`config.mk`:
```
export PLATFORM = sky130hd
export DESIGN_NAME = branch_resolve_unit_flat
export DESIGN_NICKNAME = d
export VERILOG_FILES = /design/src/rtl/branch_resolve_unit_if.sv /design/src/rtl/branch_resolve_unit.sv /design/src/flat_wrapper.sv
export SDC_FILE = /design/constraint.sdc
export NUM_CORES = 1
export LEC_CHECK = 0
export BUFFER_PORTS_ARGS = -buffer_cell sky130_fd_sc_hd__buf_2
export CORE_ASPECT_RATIO = 1.5
export CORE_MARGIN = 8
export CORE_UTILIZATION = 52
export DETAILED_ROUTE_END_ITERATION = 12
export HOLD_SLACK_MARGIN = 0.06
export PLACE_DENSITY = 0.87
export SLEW_MARGIN = 10
export SYNTH_ARGS = -nofsm -noshare
export SYNTH_HDL_FRONTEND = slang
export SYNTH_SLANG_ARGS = --single-unit
```
`constraint.sdc`:
```
create_clock -name clk -period 6.8 [get_ports clk]
set_input_delay 1.7 -clock clk [delete_from_list [all_inputs] [get_ports clk]]
set_output_delay 1.7 -clock clk [all_outputs]
set_load 0.02 [all_outputs]
```
`src/rtl/branch_resolve_unit_if.sv`:
```
// Branch compare encodings shared with decode, plus the handshake bundle
// between register read/ALU, the resolve stage and the fetch redirect logic.
package cpu_pkg;
    typedef enum logic [2:0] {
        BR_BEQ  = 3'b000,
        BR_BNE  = 3'b001,
        BR_BLT  = 3'b100,
        BR_BGE  = 3'b101,
        BR_BLTU = 3'b110,
        BR_BGEU = 3'b111
    } t_branch_cond_op;
endpackage

interface branch_resolve_unit_if #(
    parameter int DATA_W = 32,
    parameter int ADDR_W = 32,
    parameter int CNT_W  = 16
);
    import cpu_pkg::*;

    logic                  flush;
    logic                  in_valid;
    logic                  in_ready;
    logic [DATA_W-1:0]     in_data1;
    logic [DATA_W-1:0]     in_data2;
    t_branch_cond_op       in_op;
    logic [ADDR_W-1:0]     in_pc;
    logic [ADDR_W-1:0]     in_target;
    logic                  in_pred_taken;
    logic                  out_valid;
    logic                  out_ready;
    logic                  out_taken;
    logic [ADDR_W-1:0]     out_next_pc;
    logic                  out_mispredict;
    logic                  clear_stats;
    logic [CNT_W-1:0]      stat_branches;
    logic [CNT_W-1:0]      stat_mispredicts;

    modport slave (
        input  flush, in_valid, in_data1, in_data2, in_op, in_pc, in_target,
               in_pred_taken, out_ready, clear_stats,
        output in_ready, out_valid, out_taken, out_next_pc, out_mispredict,
               stat_branches, stat_mispredicts
    );

    modport master (
        output flush, in_valid, in_data1, in_data2, in_op, in_pc, in_target,
               in_pred_taken, out_ready, clear_stats,
        input  in_ready, out_valid, out_taken, out_next_pc, out_mispredict,
               stat_branches, stat_mispredicts
    );
endinterface

```
`src/rtl/branch_resolve_unit.sv`:
```
// Resolves one branch per handshake into a registered taken/next-PC/mispredict result.
// Latency 1 cycle; in_ready drops while the held result is stalled or during flush.
module branch_resolve_unit #(
    parameter int DATA_W = 32,
    parameter int ADDR_W = 32,
    parameter int CNT_W  = 16,
    parameter int PC_INC = 4
) (
    input logic                    clk,
    input logic                    rst,
    branch_resolve_unit_if.slave   bus
);
    import cpu_pkg::*;

    logic               valid_q, valid_d;
    logic               taken_q, taken_d;
    logic [ADDR_W-1:0]  next_pc_q, next_pc_d;
    logic               mispredict_q, mispredict_d;
    logic [CNT_W-1:0]   br_cnt_q, br_cnt_d;
    logic [CNT_W-1:0]   mp_cnt_q, mp_cnt_d;

    logic cond_taken;
    logic accept;
    logic xfer;

    assign bus.in_ready = !bus.flush && (!valid_q || bus.out_ready);
    assign accept       = bus.in_valid && bus.in_ready;
    assign xfer         = valid_q && bus.out_ready;

    always_comb begin
        cond_taken = 1'b0;
        case (bus.in_op)
            BR_BEQ:  cond_taken = (bus.in_data1 == bus.in_data2);
            BR_BNE:  cond_taken = (bus.in_data1 != bus.in_data2);
            BR_BLT:  cond_taken = ($signed(bus.in_data1) <  $signed(bus.in_data2));
            BR_BGE:  cond_taken = ($signed(bus.in_data1) >= $signed(bus.in_data2));
            BR_BLTU: cond_taken = (bus.in_data1 <  bus.in_data2);
            BR_BGEU: cond_taken = (bus.in_data1 >= bus.in_data2);
            default: cond_taken = 1'b0;
        endcase
    end

    always_comb begin
        valid_d      = valid_q;
        taken_d      = taken_q;
        next_pc_d    = next_pc_q;
        mispredict_d = mispredict_q;
        br_cnt_d     = br_cnt_q;
        mp_cnt_d     = mp_cnt_q;

        // accept already implies !flush, so flush simply wins here
        if (bus.flush) begin
            valid_d = 1'b0;
        end else if (accept) begin
            valid_d      = 1'b1;
            taken_d      = cond_taken;
            next_pc_d    = cond_taken ? bus.in_target : bus.in_pc + ADDR_W'(PC_INC);
            mispredict_d = cond_taken ^ bus.in_pred_taken;
        end else if (xfer) begin
            valid_d = 1'b0;
        end

        if (bus.clear_stats) begin
            br_cnt_d = '0;
            mp_cnt_d = '0;
        end else if (xfer) begin
            if (br_cnt_q != '1)
                br_cnt_d = br_cnt_q + 1'b1;
            if (mispredict_q && (mp_cnt_q != '1))
                mp_cnt_d = mp_cnt_q + 1'b1;
        end
    end

    always_ff @(posedge clk or posedge rst) begin
        if (rst) begin
            valid_q      <= 1'b0;
            taken_q      <= 1'b0;
            next_pc_q    <= '0;
            mispredict_q <= 1'b0;
            br_cnt_q     <= '0;
            mp_cnt_q     <= '0;
        end else begin
            valid_q      <= valid_d;
            taken_q      <= taken_d;
            next_pc_q    <= next_pc_d;
            mispredict_q <= mispredict_d;
            br_cnt_q     <= br_cnt_d;
            mp_cnt_q     <= mp_cnt_d;
        end
    end

    assign bus.out_valid        = valid_q;
    assign bus.out_taken        = taken_q;
    assign bus.out_next_pc      = next_pc_q;
    assign bus.out_mispredict   = mispredict_q;
    assign bus.stat_branches    = br_cnt_q;
    assign bus.stat_mispredicts = mp_cnt_q;
endmodule

```
`src/flat_wrapper.sv`:
```
// flat-port wrapper written by rule: the top's interface ports become plain ports
module branch_resolve_unit_flat import cpu_pkg::*;
#(
    parameter int DATA_W = 32,
    parameter int ADDR_W = 32,
    parameter int CNT_W  = 16,
    parameter int PC_INC = 4
)
  (clk, rst, bus_flush, bus_in_valid, bus_in_data1, bus_in_data2, bus_in_op, bus_in_pc, bus_in_target, bus_in_pred_taken, bus_out_ready, bus_clear_stats, bus_in_ready, bus_out_valid, bus_out_taken, bus_out_next_pc, bus_out_mispredict, bus_stat_branches, bus_stat_mispredicts);
  branch_resolve_unit_if #(.DATA_W(DATA_W), .ADDR_W(ADDR_W), .CNT_W(CNT_W)) bus_i ();
  input logic clk;
  input logic rst;
  input wire logic [$bits(bus_i.flush)-1:0] bus_flush;
  input wire logic [$bits(bus_i.in_valid)-1:0] bus_in_valid;
  input wire logic [$bits(bus_i.in_data1)-1:0] bus_in_data1;
  input wire logic [$bits(bus_i.in_data2)-1:0] bus_in_data2;
  input wire logic [$bits(bus_i.in_op)-1:0] bus_in_op;
  input wire logic [$bits(bus_i.in_pc)-1:0] bus_in_pc;
  input wire logic [$bits(bus_i.in_target)-1:0] bus_in_target;
  input wire logic [$bits(bus_i.in_pred_taken)-1:0] bus_in_pred_taken;
  input wire logic [$bits(bus_i.out_ready)-1:0] bus_out_ready;
  input wire logic [$bits(bus_i.clear_stats)-1:0] bus_clear_stats;
  output wire logic [$bits(bus_i.in_ready)-1:0] bus_in_ready;
  output wire logic [$bits(bus_i.out_valid)-1:0] bus_out_valid;
  output wire logic [$bits(bus_i.out_taken)-1:0] bus_out_taken;
  output wire logic [$bits(bus_i.out_next_pc)-1:0] bus_out_next_pc;
  output wire logic [$bits(bus_i.out_mispredict)-1:0] bus_out_mispredict;
  output wire logic [$bits(bus_i.stat_branches)-1:0] bus_stat_branches;
  output wire logic [$bits(bus_i.stat_mispredicts)-1:0] bus_stat_mispredicts;
  assign bus_i.flush = bus_flush;
  assign bus_i.in_valid = bus_in_valid;
  assign bus_i.in_data1 = bus_in_data1;
  assign bus_i.in_data2 = bus_in_data2;
  assign bus_i.in_op = bus_in_op;
  assign bus_i.in_pc = bus_in_pc;
  assign bus_i.in_target = bus_in_target;
  assign bus_i.in_pred_taken = bus_in_pred_taken;
  assign bus_i.out_ready = bus_out_ready;
  assign bus_i.clear_stats = bus_clear_stats;
  assign bus_in_ready = bus_i.in_ready;
  assign bus_out_valid = bus_i.out_valid;
  assign bus_out_taken = bus_i.out_taken;
  assign bus_out_next_pc = bus_i.out_next_pc;
  assign bus_out_mispredict = bus_i.out_mispredict;
  assign bus_stat_branches = bus_i.stat_branches;
  assign bus_stat_mispredicts = bus_i.stat_mispredicts;
  branch_resolve_unit #(.DATA_W(DATA_W), .ADDR_W(ADDR_W), .CNT_W(CNT_W), .PC_INC(PC_INC)) u_core (.clk(clk), .rst(rst), .bus(bus_i));
endmodule
```
# --- Yosys cells after proc, flatten, opt, wreduce, memory -nomap -nowiden ---
# Index checks and enable logic that the tools add are counted.
word_totals:
  regBits: 67
  latch_bits: 0
  ram_bits: 0
  rom_bits: 0
  word_cells: 50
  mem_count: 0
classes:
  addsub: 3
  multipliers: 0
  div: 0
  n_lt_le_gt_ge: 4
  eq_ne: 9
  shifts: 0
  n_mux: 11
  bitwise_logic: 2
  n_reduce_logical: 15
ops:
  columns: ["operator", "n"]
  rows:
  - ["$mux 16", 6]
  - ["$ge 32x32->1", 2]
  - ["$lt 32x32->1", 2]
  - ["$add 16x1->16 const B", 2]
  - ["$add 32x3->32 const B", 1]
  - ["$eq 32x32->1", 1]
  - ["$mux 32", 1]
  - ["$ne 16x16->1 const B", 2]
  - ["$ne 32x32->1", 1]
  - ["$eq 3x3->1 const B", 4]
  - ["$pmux 1 s6", 1]
  - ["$reduce_and 2->1", 3]
  - ["$reduce_bool 2->1", 3]
  - ["$logic_and 1x1->1", 4]
  - ["$eq 3x1->1 const B", 1]
  - ["$logic_not 3->1", 1]
  - ["$mux 1", 3]
  - ["$reduce_bool 3->1", 1]
  - ["$logic_not 1->1", 2]
  - ["$logic_or 1x1->1", 1]
  - ["$not 1->1", 1]
  - ["$xor 1x1->1", 1]

# --- Depth between registers and ports, before layout ---
depth:
  depth_word: 6
  ltp_mapped: 11
  depth_no_buf: 10

# --- Least setup slack after synthesis ---
# Ideal clock, no wire load.
synth_path:
  kind: "input to register"
  startpoint: "input bus_in_data2[27]"
  endpoint: "register u_core.next_pc_q[0], in the netlist u_core.bus.out_next_pc[0]"
  setup_time_ns: 0.126
  arrival_ns: 3.852
  setup_slack_ns: 2.822
  cell_stages: 11
  n_path_buf: 1
  cell_sequence: "inv_1 > ha_1 > nand4_1 > nor3_1 > a21oi_1 > or3b_2 > o211a_1 > o21ai_2 > nor3_1 > buf_2 > a221o_1"
synth_via:
  elab_chain_cells: 3
  elab_cells_between_ends: 8
  cone_classes: "4 x order compare; 2 x eq/ne; 2 x mux"
synth_rtl:
  columns: ["item", "line", "source"]
  rows:
  - ["from (decl)", "flat_wrapper.sv:16", "input wire logic [$bits(bus_i.in_data2)-1:0] bus_in_data2;"]
  - ["$ge 32x32->1, or another cell as far along", "branch_resolve_unit.sv:38", "BR_BGEU: cond_taken = (bus.in_data1 >= bus.in_data2);"]
  - ["$pmux 1 s6 (*)", "branch_resolve_unit.sv:32", "case (bus.in_op)"]
  - ["$mux 32 (*)", "branch_resolve_unit.sv:57", "next_pc_d = cond_taken ? bus.in_target : bus.in_pc + ADDR_W'(PC_INC);"]
  - ["to (signal assigned)", "branch_resolve_unit.sv:85", "next_pc_q <= next_pc_d;"]
  - ["to (decl)", "branch_resolve_unit.sv:17", "logic [ADDR_W-1:0] next_pc_q, next_pc_d;"]
# Mark *: on every way between the ends. The rest lies on a longest branch, timed or not.
# A chain may end at the register's enable or synchronous reset.

# --- Worst setup path after layout ---
layout_path:
  startpoint: "input bus_in_data2[31]"
  endpoint: "register u_core.next_pc_q[19], in the netlist u_core.bus.out_next_pc[19]"
# The elaborated chain is that of the path after synthesis.

==> key figures <==
Power
  – Gate power share: 23.9%
  – Int Pwr: just over 0.9 mW
  – Reg power frac: roughly 36%
  – Pleak: 3.06 nW
  – Power Total: 1.31 mW
  – Peak VDD IR: 132 uV
  – Switching power: 0.379 mW
  – P per Cell Area: 217 mW/mm2
  – Clock power share: around 40%
  – Switching Share: 29.1%

Placement
  – # port buffers: 205
  – GP Congestion: 0.841
  – Cell Area, Placed: 0.00567 mm2
  – Dpl hpwl: approximately 11000 um

Routing
  – DR vias/cell: between 5 and 6
  – DRT Wirelength: roughly 14000 um
  – Initial DRC Count: 200
  – DRC viols: 0
  – Wire per inst: around 16 um
  – DR vias: about 4600
  – Post-DRT Antenna Nets: 0
  – DR pass1 iterations: 4

Timing
  – Slew Limit Fails: 0
  – Max Fclk: 218 MHz
  – Post-route minimum period: roughly 4.6 ns
  – Fin Hold WS: 0.475 ns
  – Sum Neg Setup Slack: 0 ns
  – Clock skew: between 0.008 and 0.009 ns
  – Worst slew pin tran: 0.861 ns
  – Fin crit share: 67.6%
  – Setup-failing EPs final: 0
  – RSZ-0062 raised after global routing: no
  – Slew Limit Headroom: 42.6%
  – Final hold violation count: 0

Clock network
  – CTS root buffer: clkbuf_16
  – Clock buffer depth: 2
  – Post-CTS setup buffers: 0
  – CTS Buf Count: 9
  – Post-CTS sizing: 0
  – H-tree depth: 3
  – Clock Sinks: 67
  – Worst skew pair latency: 0.33 ns
  – Hold_buf cts: 0
  – Clock slew at reported path FFs: 0.06 ns
  – TritonCTS clock tree: done

Hold path
  – Class of the worst hold path: flop to flop

Logic synthesis
  – Area leader, netlist: dfrtp_1
  – Async S/R FF share, synth: 100%
  – FF+latch count, synth: 67
  – Largest cells by area after synthesis: dfrtp_1 (37%), ha_1 (9.6%), xor2_1 (6.5%)
  – Post-synth top area share: about 37%
  – Synthesized net count: 690
  – Yosys synthesis warning count: 0
  – Post-Synthesis Cells: between 500 and 600
  – Cell Area, Synth: ~0.0046 mm2
  – Number of synthesized flops with an enable pin: 0
  – Sequential-to-total area share from yosys stat: 36.7%
  – Synth cell types: 47
  – Ys flop type: dfrtp_1
  – Mean Syn Cell Area: 8.83 um2

Critical path
  – CP required: 6.95 ns
  – Crit end category: flop
  – Critical path arrival: 4.74 ns
  – Crit Path Max Fanout: 21
  – Reg2Reg Setup Slack: approximately 4.4 ns
  – Critical path class: primary input to flop
  – Worst setup SP type: primary input

Global route
  – Number of global-route vias before repair: 4860
  – GRT overflow: 0
  – First-pass GRT wire length: around 22000 um
  – Initial antenna violation count: 1
  – Largest net degree at the start of global routing: 68
  – GRT Total Usage: 22.7%

Outcome
  – Status: complete, no violations

Die
  – Total I/O pin count: 206
  – Die Y-Extent: 131 um
  – Rows: 42
  – Initial core utilization: between 50% and 60%
  – Die X: between 90 and 100 um
  – Die ar.: around 0.012 mm2
  – Core area: 0.00867 mm2

Finish
  – Diode count: 0
  – Layout area overhead: 31.7%
  – Share of layout cells above drive strength 1: about a third
  – Nets@finish: 891
  – Final Cell Area: 0.00601 mm2

Job
  – Max Cap Viol: 0
==> metal layers <==
| layer | vias to the layer above | share of wire, % | GRT usage (%) |
|---|---|---|---|
| li1 | 2213 | - | - |
| met3 | 32 | 6.5 | 6.23 |
| met2 | 177 | 55 | 42.3 |
| met1 | 2190 | 35 | 23.1 |
| met4 | 2 | 2.6 | 9.90 |
| met5 | - | 0.095 | 0 |
==> cell usage in the layout, fill, tap and decap left out, types with 19 or more instances in the layout <==
master / count
ha_1: 35
inv_1: 59
dfrtp_1: 67
buf_2: 205
nand4_1: 22
xnor2_1: 21
xor2_1: 34
nor2_1: 71
nand3_1: 19
nand2_1: 33
==> final cells by class <==
cell class,count,area [um2]
timing repair buffer,207,1040
multi-input combinational,372,2590
clock inverter,5,103
fill,683,2660
clock buffer,10,229
inverter,61,229
tap,110,138
sequential,67,1680
==> Yosys cell counts, types with 3 or more instances <==
cell      count
o21ai_0       9
xnor2_1      21
or3_1         3
nor2b_1       3
o211ai_1     13
nand3_1      19
nand2_1      33
o21a_1        3
inv_1        60
nor3_1        9
and2_1        6
a221oi_1     17
nand4_1      22
nor4_1        3
nor2_1       71
and3_1       11
a221o_1       4
clkbuf_1     13
ha_1         35
and4_1        3
mux2i_1       3
xor2_1       34
buf_2         3
o221a_1       9
nand2b_1      3
a21oi_1      17
dfrtp_1      67
==> sequential cells by signal (all words and copies together), names as in the netlist <==
name / count
u_core.bus.out_mispredict: 1
u_core.bus.out_next_pc: 32
u_core.bus.out_taken: 1
u_core.bus.out_valid: 1
u_core.bus.stat_branches: 16
u_core.bus.stat_mispredicts: 16
==> power by group through the flow <==
stage          Clock, mW  Sequential [mW]  Combinational [mW]
6_report           0.521            0.472               0.313
5_1_grt            0.547            0.477               0.342
4_1_cts            0.531            0.472               0.314
3_5_place_dp           0            0.476               0.315
3_3_place_gp           0            0.477               0.300
2_1_floorplan          0            0.527               0.131
==> worst max-delay path, cell delays in order <==
cell,delay [ns]
buf_2,0.07
inv_1,0.03
ha_1,0.44
nand4_4,0.18
nor4_4,0.31
inv_2,0.06
a211oi_2,0.22
o21ai_0,0.21
o21ai_2,0.57
o21a_1,0.73
a221oi_1,0.21
==> logic make-up (layout without fill, tap and decap cells) <==
| family | Yosys count | after routing | synth area share [%] |
|---|---|---|---|
| flops | 67 | 67 | 36.7 |
| compound gates | 87 | 87 | 14.9 |
| simple gates | 192 | 192 | 20.9 |
| buf+inv | 78 | 283 | 6.66 |
| xor+xnor | 55 | 55 | 10.6 |
| mux | 3 | 3 | 0.658 |
| fa+ha+maj | 35 | 35 | 9.59 |
==> final timing paths <==
kind,from,endpoint,cells after the start
max,bus_in_data2[31],u_core.bus.out_next_pc[19],11
max reg2reg,u_core.bus.out_valid,u_core.bus.out_next_pc[19],6
min,u_core.bus.out_taken,u_core.bus.out_taken,2
max in group asynchronous,rst,u_core.bus.stat_mispredicts[4],3
min in group asynchronous,rst,u_core.bus.out_next_pc[1],3
min reg2reg,u_core.bus.out_taken,u_core.bus.out_taken,2
==> through the flow <==
stage / worst slack (ns) / cells / utilization [%]
finish: 2.21 / 832 / 69.3
global route: 1.97 / 832 / 69.3
CTS: 2.08 / 832 / 69.2
detailed placement: 1.72 / 817 / 65.4
global placement: 1.93 / 817 / 65.4
floorplan: 2.82 / 517 / -
(Power assumes the default switching activity.)
